### src/rtl/mux_gate_arb_pkg.sv
// mux_gate_arb_pkg
// Shared constants for the mux-built gate arbiter:
//   TT_W       width of a gate truth table
//   CNT_W      width of one per-requester grant counter
//   TT_*       truth tables for common gate functions, indexed as tt[{b, a}]
//   wrap_inc   helper returning (idx + 1) mod n
package mux_gate_arb_pkg;

  localparam int TT_W  = 4;
  localparam int CNT_W = 16;

  // Bit index into the table is {b, a}: bit0 = (b=0,a=0) ... bit3 = (b=1,a=1).
  localparam logic [TT_W-1:0] TT_AND    = 4'b1000;
  localparam logic [TT_W-1:0] TT_OR     = 4'b1110;
  localparam logic [TT_W-1:0] TT_XOR    = 4'b0110;
  localparam logic [TT_W-1:0] TT_NOR    = 4'b0001;
  localparam logic [TT_W-1:0] TT_PASS_A = 4'b1010;

  function automatic int wrap_inc(input int idx, input int n);
    return (idx + 1 >= n) ? 0 : idx + 1;
  endfunction

endpackage

### src/rtl/mux.sv
// mux
// Single-bit 2:1 multiplexer primitive; the only cell used by the gate unit.
// Ports:
//   sel  select (0 -> d0, 1 -> d1)
//   d0   data input chosen when sel = 0
//   d1   data input chosen when sel = 1
//   y    selected output
module mux (
  input  logic sel,
  input  logic d0,
  input  logic d1,
  output logic y
);

  assign y = sel ? d1 : d0;

endmodule

### src/rtl/mux_logic_unit.sv
// mux_logic_unit
// Bitwise programmable logic unit built only from 2:1 mux primitives.
// Every result bit is y[k] = tt[{b[k], a[k]}], so the 4-bit truth table
// picks the gate function (AND, OR, XOR, ...).
// Ports:
//   tt  truth table shared by all bits
//   a   operand A, drives the first mux level select
//   b   operand B, drives the second mux level select
//   y   result
module mux_logic_unit
  import mux_gate_arb_pkg::*;
#(
  parameter int WIDTH = 8
) (
  input  logic [TT_W-1:0]  tt,
  input  logic [WIDTH-1:0] a,
  input  logic [WIDTH-1:0] b,
  output logic [WIDTH-1:0] y
);

  for (genvar k = 0; k < WIDTH; k++) begin : g_bit
    logic lo;  // tt[{0, a[k]}]
    logic hi;  // tt[{1, a[k]}]

    mux u_lo (
      .sel (a[k]),
      .d0  (tt[0]),
      .d1  (tt[1]),
      .y   (lo)
    );

    mux u_hi (
      .sel (a[k]),
      .d0  (tt[2]),
      .d1  (tt[3]),
      .y   (hi)
    );

    mux u_out (
      .sel (b[k]),
      .d0  (lo),
      .d1  (hi),
      .y   (y[k])
    );
  end

endmodule

### src/rtl/mux_gate_arbiter.sv
// mux_gate_arbiter
// Round-robin arbiter sharing one mux-built logic unit among N_REQ
// requesters. The granted request is evaluated combinationally and the
// result is registered onto a single response channel tagged with the
// requester index.
//
// Optional feature: define MUX_GATE_ARB_STATS_EN to add one saturating
// 16-bit grant counter per requester and the grant_cnt output.
//
// Ports:
//   clk        clock, rising edge
//   rst        synchronous active-high reset
//   req_valid  per-requester request valid
//   req_ready  per-requester accept, at most one bit set
//   req_tt     per-requester truth table, slice i = [4*i +: 4]
//   req_a      per-requester operand A, slice i = [WIDTH*i +: WIDTH]
//   req_b      per-requester operand B, slice i = [WIDTH*i +: WIDTH]
//   rsp_valid  result valid
//   rsp_ready  consumer accepts the result
//   rsp_id     index of the requester owning rsp_data
//   grant_cnt  per-requester grant counters (MUX_GATE_ARB_STATS_EN only)
//   rsp_data   result
//
// Handshake: a transfer happens on a rising edge where valid && ready.
// A producer holds valid and payload stable until that edge; ready may
// depend on valid but valid never waits on ready. req_ready is derived only
// from req_valid, rsp_ready and registered state, never from payload.
module mux_gate_arbiter
  import mux_gate_arb_pkg::*;
#(
  parameter  int N_REQ = 4,
  parameter  int WIDTH = 8,
  localparam int ID_W  = $clog2(N_REQ)
) (
  input  logic                    clk,
  input  logic                    rst,
  input  logic [N_REQ-1:0]        req_valid,
  output logic [N_REQ-1:0]        req_ready,
  input  logic [N_REQ*TT_W-1:0]   req_tt,
  input  logic [N_REQ*WIDTH-1:0]  req_a,
  input  logic [N_REQ*WIDTH-1:0]  req_b,
  output logic                    rsp_valid,
  input  logic                    rsp_ready,
  output logic [ID_W-1:0]         rsp_id,
`ifdef MUX_GATE_ARB_STATS_EN
  output logic [N_REQ*CNT_W-1:0]  grant_cnt,
`endif
  output logic [WIDTH-1:0]        rsp_data
);

  // Round-robin pointer: index searched first on the next arbitration.
  logic [ID_W-1:0]  ptr;

  logic             take;
  logic             found;
  logic [ID_W-1:0]  gnt_idx;
  logic             accept;
  logic [ID_W-1:0]  ptr_next;
  int               scan_idx;

  logic [TT_W-1:0]  sel_tt;
  logic [WIDTH-1:0] sel_a;
  logic [WIDTH-1:0] sel_b;
  logic [WIDTH-1:0] gate_y;

  // The output register can take a new result when it is empty or being
  // drained this very cycle; that is what removes the bubble.
  assign take = !rsp_valid || rsp_ready;

  // Search from ptr upward, wrapping; the first valid index wins.
  always_comb begin
    found    = 1'b0;
    gnt_idx  = '0;
    scan_idx = 0;
    for (int i = 0; i < N_REQ; i++) begin
      scan_idx = int'(ptr) + i;
      if (scan_idx >= N_REQ) begin
        scan_idx = scan_idx - N_REQ;
      end
      if (!found && req_valid[scan_idx]) begin
        found   = 1'b1;
        gnt_idx = ID_W'(scan_idx);
      end
    end
  end

  // found already implies req_valid[gnt_idx], so accept needs no re-check.
  assign accept = found && take;

  always_comb begin
    req_ready = '0;
    if (accept) begin
      req_ready[gnt_idx] = 1'b1;
    end
  end

  assign ptr_next = ID_W'(wrap_inc(int'(gnt_idx), N_REQ));

  // Steer the granted requester's payload into the shared unit.
  assign sel_tt = req_tt[TT_W*gnt_idx +: TT_W];
  assign sel_a  = req_a[WIDTH*gnt_idx +: WIDTH];
  assign sel_b  = req_b[WIDTH*gnt_idx +: WIDTH];

  mux_logic_unit #(
    .WIDTH (WIDTH)
  ) u_unit (
    .tt (sel_tt),
    .a  (sel_a),
    .b  (sel_b),
    .y  (gate_y)
  );

  // Output register and pointer. A stall (valid && !ready) falls through
  // every branch and so holds the response unchanged.
  always_ff @(posedge clk) begin
    if (rst) begin
      rsp_valid <= 1'b0;
      rsp_id    <= '0;
      rsp_data  <= '0;
      ptr       <= '0;
    end else if (accept) begin
      rsp_valid <= 1'b1;
      rsp_id    <= gnt_idx;
      rsp_data  <= gate_y;
      ptr       <= ptr_next;
    end else if (rsp_ready) begin
      rsp_valid <= 1'b0;
    end
  end

`ifdef MUX_GATE_ARB_STATS_EN
  logic [CNT_W-1:0] cnt_q [N_REQ];

  always_ff @(posedge clk) begin
    if (rst) begin
      for (int i = 0; i < N_REQ; i++) begin
        cnt_q[i] <= '0;
      end
    end else if (accept) begin
      // Saturate rather than wrap so a long-running count stays meaningful.
      if (cnt_q[gnt_idx] != {CNT_W{1'b1}}) begin
        cnt_q[gnt_idx] <= cnt_q[gnt_idx] + 1'b1;
      end
    end
  end

  for (genvar i = 0; i < N_REQ; i++) begin : g_cnt_out
    assign grant_cnt[CNT_W*i +: CNT_W] = cnt_q[i];
  end
`endif

endmodule

### config.mk
export PLATFORM = sky130hd
export DESIGN_NAME = mux_gate_arbiter
export DESIGN_NICKNAME = d
export VERILOG_FILES = /design/src/rtl/mux_gate_arb_pkg.sv /design/src/rtl/mux.sv /design/src/rtl/mux_logic_unit.sv /design/src/rtl/mux_gate_arbiter.sv
export SDC_FILE = /design/constraint.sdc
export NUM_CORES = 1
export LEC_CHECK = 0
export ABC_AREA = 1
export BUFFER_PORTS_ARGS = -buffer_cell sky130_fd_sc_hd__buf_2
export CAP_MARGIN = 20
export CORE_MARGIN = 5
export CORE_UTILIZATION = 40
export DETAILED_ROUTE_END_ITERATION = 16
export GPL_ROUTABILITY_DRIVEN = 0
export PLACE_DENSITY = 0.83
export SYNTH_ARGS = -nofsm -noshare
export SYNTH_HDL_FRONTEND = slang
export SYNTH_SLANG_ARGS = --single-unit
### constraint.sdc
create_clock -name clk -period 2.15 [get_ports clk]
set_clock_uncertainty 0.2 [all_clocks]
set_input_delay 0.215 -clock clk [delete_from_list [all_inputs] [get_ports clk]]
set_output_delay 0.215 -clock clk [all_outputs]
set_load 0.05 [all_outputs]
==> Word-level counts from Yosys, hierarchy flattened <==
Cells that the tools add are included.
{ "op_classes": {"addsub": 8, "multipliers": 0, "n_div": 0, "order_cmp": 11, "n_eq_ne": 0, "shifts": 3, "muxes": 54, "bitwise_logic": 0, "reduce_logical": 11} }
{ "op_table": {"columns": ["op", "count"], "rows": [
  ["less-than comparator 32 x 4 -> 1 bit, second input constant", 4],
  ["2-to-1 mux 32 bit", 4],
  ["indexed part select 32 x 6 -> 8 bit", 2],
  ["2-to-1 mux 1 bit", 39],
  ["indexed part select 16 x 5 -> 4 bit", 1],
  [">= comparator 3 bit, second input constant", 4],
  ["subtractor 3 x 3 -> 4 bit, second input constant", 3],
  ["2-to-1 mux 2 bit", 5],
  ["binary-select mux 1 bit (select 2 bit)", 4],
  ["adder 2 x 1 -> 3 bit, second input constant", 2],
  ["adder 2 x 2 -> 3 bit, second input constant", 2],
  ["logical AND 1 bit", 5],
  ["zero test 1 bit", 4],
  ["2-to-1 mux 4 bit", 1],
  ["subtractor 2 x 3 -> 4 bit, second input constant", 1],
  [">= comparator 2 x 3 -> 1 bit, second input constant", 1],
  ["less-than comparator 2 x 3 -> 1 bit, second input constant", 1],
  ["demux 1 bit (select 2 bit)", 1],
  [">= comparator 2 x 1 -> 1 bit, second input constant", 1],
  ["nonzero test 2 bit", 1],
  ["logical OR 1 bit", 1]
]} }
{ "word_totals": {"reg_bits": 13, "latchBits": 0, "ramBits": 0, "mem_bits_ro": 0, "input_bits": 87, "output_inout_bits": 15, "word_cells": 91, "n_memories": 0} }

==> Longest topological paths before layout <==
{ "depth": {"word_depth": 20, "depth_mapped": 19, "ltp_nobuf": 18} }

==> Modules after synthesis <==
From an unflattened synthesis, not the netlist that was laid out.
{ "unflattened": {"hier_cells": 420, "area_unflattened_um2": 1969.4} }
{ "by_module_without_submodules": {"columns": ["mod", "instances", "cells_each", "area_each_um2", "seq_area_each_um2"], "rows": [
  ["mux_gate_arbiter", 1, 324, 1609.0, 260.2],
  ["mux", 24, 4, 15.0, 0.0]
]} }

==> Least setup slack after synthesis <==
No wires, ideal clock.
{ "synth_timing": {"path_type": "flip-flop to output port", "from": "register ptr[0]", "to": "output req_ready[0]", "t_arrival_ps": 2290, "path_slack_ps": -555, "stages_incl_launch_ff": 13, "n_path_buf": 3, "path_cell_list": "dfxtp_1 buf_4 nand2_1 nand3_1 nand2_2 nor2_4 nand4_1 nand2_1 buf_4 buf_2 ha_1 inv_1 nor2_1"} }
{ "synth_between": {"elab_chain_len": 20, "elab_cells_between_ends": 48} }
{ "synth_lines": {"columns": ["element", "line", "text"], "rows": [
  ["start: declaration", "mux_gate_arbiter.sv:52", "logic [ID_W-1:0] ptr;"],
  ["start signal: assignment", "mux_gate_arbiter.sv:125", "ptr <= ptr_next;"],
  ["parallel branches: the longest is 19 deep, another holds subtractor 3 x 3 -> 4 bit", null, null],
  ["2-to-1 mux 4 bit *", "mux_gate_arbiter.sv:92", "if (accept) begin"],
  ["end: declaration", "mux_gate_arbiter.sv:38", "output logic [N_REQ-1:0] req_ready,"]
]} }
Mark *: on every way between the ends. The select of a mux whose other input is x is not followed.

==> Worst setup path after layout <==
Ends and elaborated chain as after synthesis.

==> results.sh <==
export IMPL_placementRows=28
export IMPL_antenna_cells_inserted=0
export IMPL_avgSynthCellArea_sq_um=5.079
export IMPL_grt_overflow_total=0
export IMPL_yosys_most_used_dff="dfxtp_1"
export IMPL_synthesized_net_count=563
export IMPL_finalNetCount=694
export IMPL_die_area_sq_um=7641
export IMPL_slew_viol_final=0
export IMPL_grt_pass1_wl_um=14100
export IMPL_drt_iter0_markers=289
export IMPL_die_width_um=87.42
export IMPL_drive_above_1_share_pct=39.53
export IMPL_worst_slew_pin_slew_ns=0.2663
export IMPL_synthesis_yosys_warnings=0
export IMPL_clkTransAtPathRegs_ns=0.06
export IMPL_worst_setup_path_type="reg -> out"
export IMPL_floorplan_initialDensity_pct=40.73
export IMPL_fmax_ghz=0.4021
export IMPL_finalCriticalPeriod_ns=2.487
export IMPL_timing_critical_path_to_type="output port"
export IMPL_slew_headroom_pct=82.13
export IMPL_grt_start_max_net_pins=37
export IMPL_grt_antenna_before_repair=0
export IMPL_hold_class="in -> reg"
export IMPL_timing_final_crit_share_pct=115.7
export IMPL_ctsRootBufferMaster="clkbuf_8"
export IMPL_mappedNetlistArea_sq_um=2397
export IMPL_run_status="finished, violations left"
export IMPL_async_s_r_ff_share_synth_pct=0
export IMPL_synthToLayoutAreaGrowth_pct=60.59
export IMPL_via_per_inst=5.225
export IMPL_ys_seq_elements=13
export IMPL_worst_path_cell_chain="buf_6 -> nand2_2 -> nand2_2 -> nand2_2 -> nand2_2 -> nor2_4 -> nand4_1 -> nand2_4 -> buf_6 -> ha_4 -> inv_2 -> nor2_4 -> buf_8"
export IMPL_cts_made_buffers=3
export IMPL_hpwl_um=6605
export IMPL_fin_setup_tns_ns=-3.480
export IMPL_cts_hold_buffers=0
export IMPL_drv_max_cap_violation_count=0
export IMPL_drc=0
export IMPL_worst_endpoint_required_ns=1.74
export IMPL_portBuffers=101
export IMPL_htree_num_levels=1
export IMPL_path_max_fanout=8
export IMPL_path_common_cell="nand2_2"
export IMPL_fillers=509
export IMPL_rsz0062_at_grt="true"
export IMPL_wl_um=9329
export IMPL_numClockSinks=13
export IMPL_die_height_um=87.42
export IMPL_critical_path_max_stage_delay_ns=0.39
export IMPL_sequential_fraction_of_the_synthesis_area_pct=10.86
export IMPL_first_global_vias=3424
export IMPL_global_route_usage_total_pct=22.42
export IMPL_pin_count=102
export IMPL_design_core_area_sq_um=5886
export IMPL_final_common_cell="nand2_1"
export IMPL_synth_edff_count=0
export IMPL_critPathArrivalTime_ns=2.07
export IMPL_cts_tree="done"
export IMPL_antenna_left=0
export IMPL_finalInstanceArea_sq_um=3850
export IMPL_worst_skew_pair_late_latency_ns=0.24
export IMPL_ctsLongestPathBuffers=2
export IMPL_post_drt_wl_per_cell_um=13.78
export IMPL_drt_pass1_iter_count=5
export IMPL_critical_path_startpoint_type="flop"
export IMPL_placement_cell_area_sq_um=3289
export IMPL_violations="setup timing"
export IMPL_vias=3537
export IMPL_finalHoldViolCount=0
export IMPL_yosys_cell_types_count=24
export IMPL_finalSetupViolations=12
export IMPL_setup_ws_ns=-0.3370
export IMPL_cpMaxStageDelayCell="dfxtp_4"
export IMPL_post_synth_inst_count=472
export IMPL_final_cell_mix="nand2_1 (154), buf_2 (97), nand3_1 (79)"
## cells in the mapped netlist, types with 7 or more instances
| master | n | area, sq um |
|---|---|---|
| dfxtp_1 | 13 | 260.3 |
| nand3b_1 | 8 | 60.06 |
| o21ai_1 | 7 | 35.03 |
| inv_1 | 64 | 240.2 |
| nor2_1 | 24 | 90.09 |
| o211ai_1 | 11 | 82.58 |
| buf_4 | 9 | 67.56 |
| nand3_1 | 88 | 440.4 |
| o21ai_0 | 14 | 70.07 |
| buf_2 | 7 | 35.03 |
| nand2_1 | 193 | 724.4 |
## per-layer routing
| layer | share of wire (%) | up-vias | wire length [um] | GRT usage, % |
|---|---|---|---|---|
| li1 | - | 1752 | - | - |
| met1 | 35 | 1596 | 3285 | 24.39 |
| met2 | 54 | 155 | 5025 | 42.60 |
| met3 | 7.4 | 34 | 686 | 4.541 |
| met4 | 3.5 | 0 | 331 | 7.252 |
| met5 | 0 | - | 0 | 0 |
## cell families (layout without fill, tap and decap cells)
logic type,Yosys count,after routing,share of synthesized area [%]
buffers and inverters,92,222,17.43
adder cells (fa/ha/maj),4,4,2.088
AO/OA/AOI/OAI,40,40,11.06
AND/OR/NAND/NOR,323,323,58.56
flip-flops,13,13,10.86
## final timing paths
kind / startpoint / end / slack (ns) / cells after the start
worst max-delay path: ptr[0] / req_ready[0] / -0.34 / 13
worst min-delay path: rst / ptr[0] / 0.12 / 2
worst max register to register: ptr[0] / rsp_data[4] / -0.32 / 19
worst min register to register: rsp_id[0] / rsp_id[0] / 0.30 / 2
## flip-flops by register name (all words and copies together), names as in the netlist
name / flops
rsp_valid: 1
rsp_id: 2
ptr: 2
rsp_data: 8
## through the flow
stage | util (%) | setup slack, ns | hold slack (ns) | cells
3_5_place_dp | 55.89 | -0.2959 | 0.2874 | 655
4_1_cts | 60.27 | -0.2620 | 0.1165 | 667
3_3_place_gp | 55.89 | -0.2084 | 0.2810 | 655
6_report | 65.41 | -0.3370 | 0.1221 | 677
5_1_grt | 65.41 | -0.4618 | 0.1446 | 677
2_1_floorplan | - | -0.06411 | 0.1805 | 472
## critical path, delay by kind of cell (launching register included)
| family | cells | cell delay (ns) |
|---|---|---|
| adder cells (fa/ha/maj) | 1 | 0.13 |
| buffers and inverters | 4 | 0.48 |
| AND/OR/NAND/NOR | 8 | 0.82 |
| flip-flops | 1 | 0.39 |
## what timing repair did
item | 4_1_cts | 5_1_grt
setup endpoints to repair | 14 | 15
buffers inserted | 6 | 6
resized for setup | 35 | 51
cloned | 2 | 4
pin swaps | 17 | 17
## final cells by class
type | count | area, sq um | area share [%]
multi-input cells | 367 | 2019 | 52.45
repair buffers | 150 | 1146 | 29.77
inverters | 68 | 277.8 | 7.215
flip-flops and latches | 13 | 267.8 | 6.955
well taps | 75 | 93.84 | 2.437
clock buffers | 4 | 45.04 | 1.170
Power is left out: the tool's default activity adds up to more than one toggle a clock period on the data nets, which glitch-free logic cannot reach.
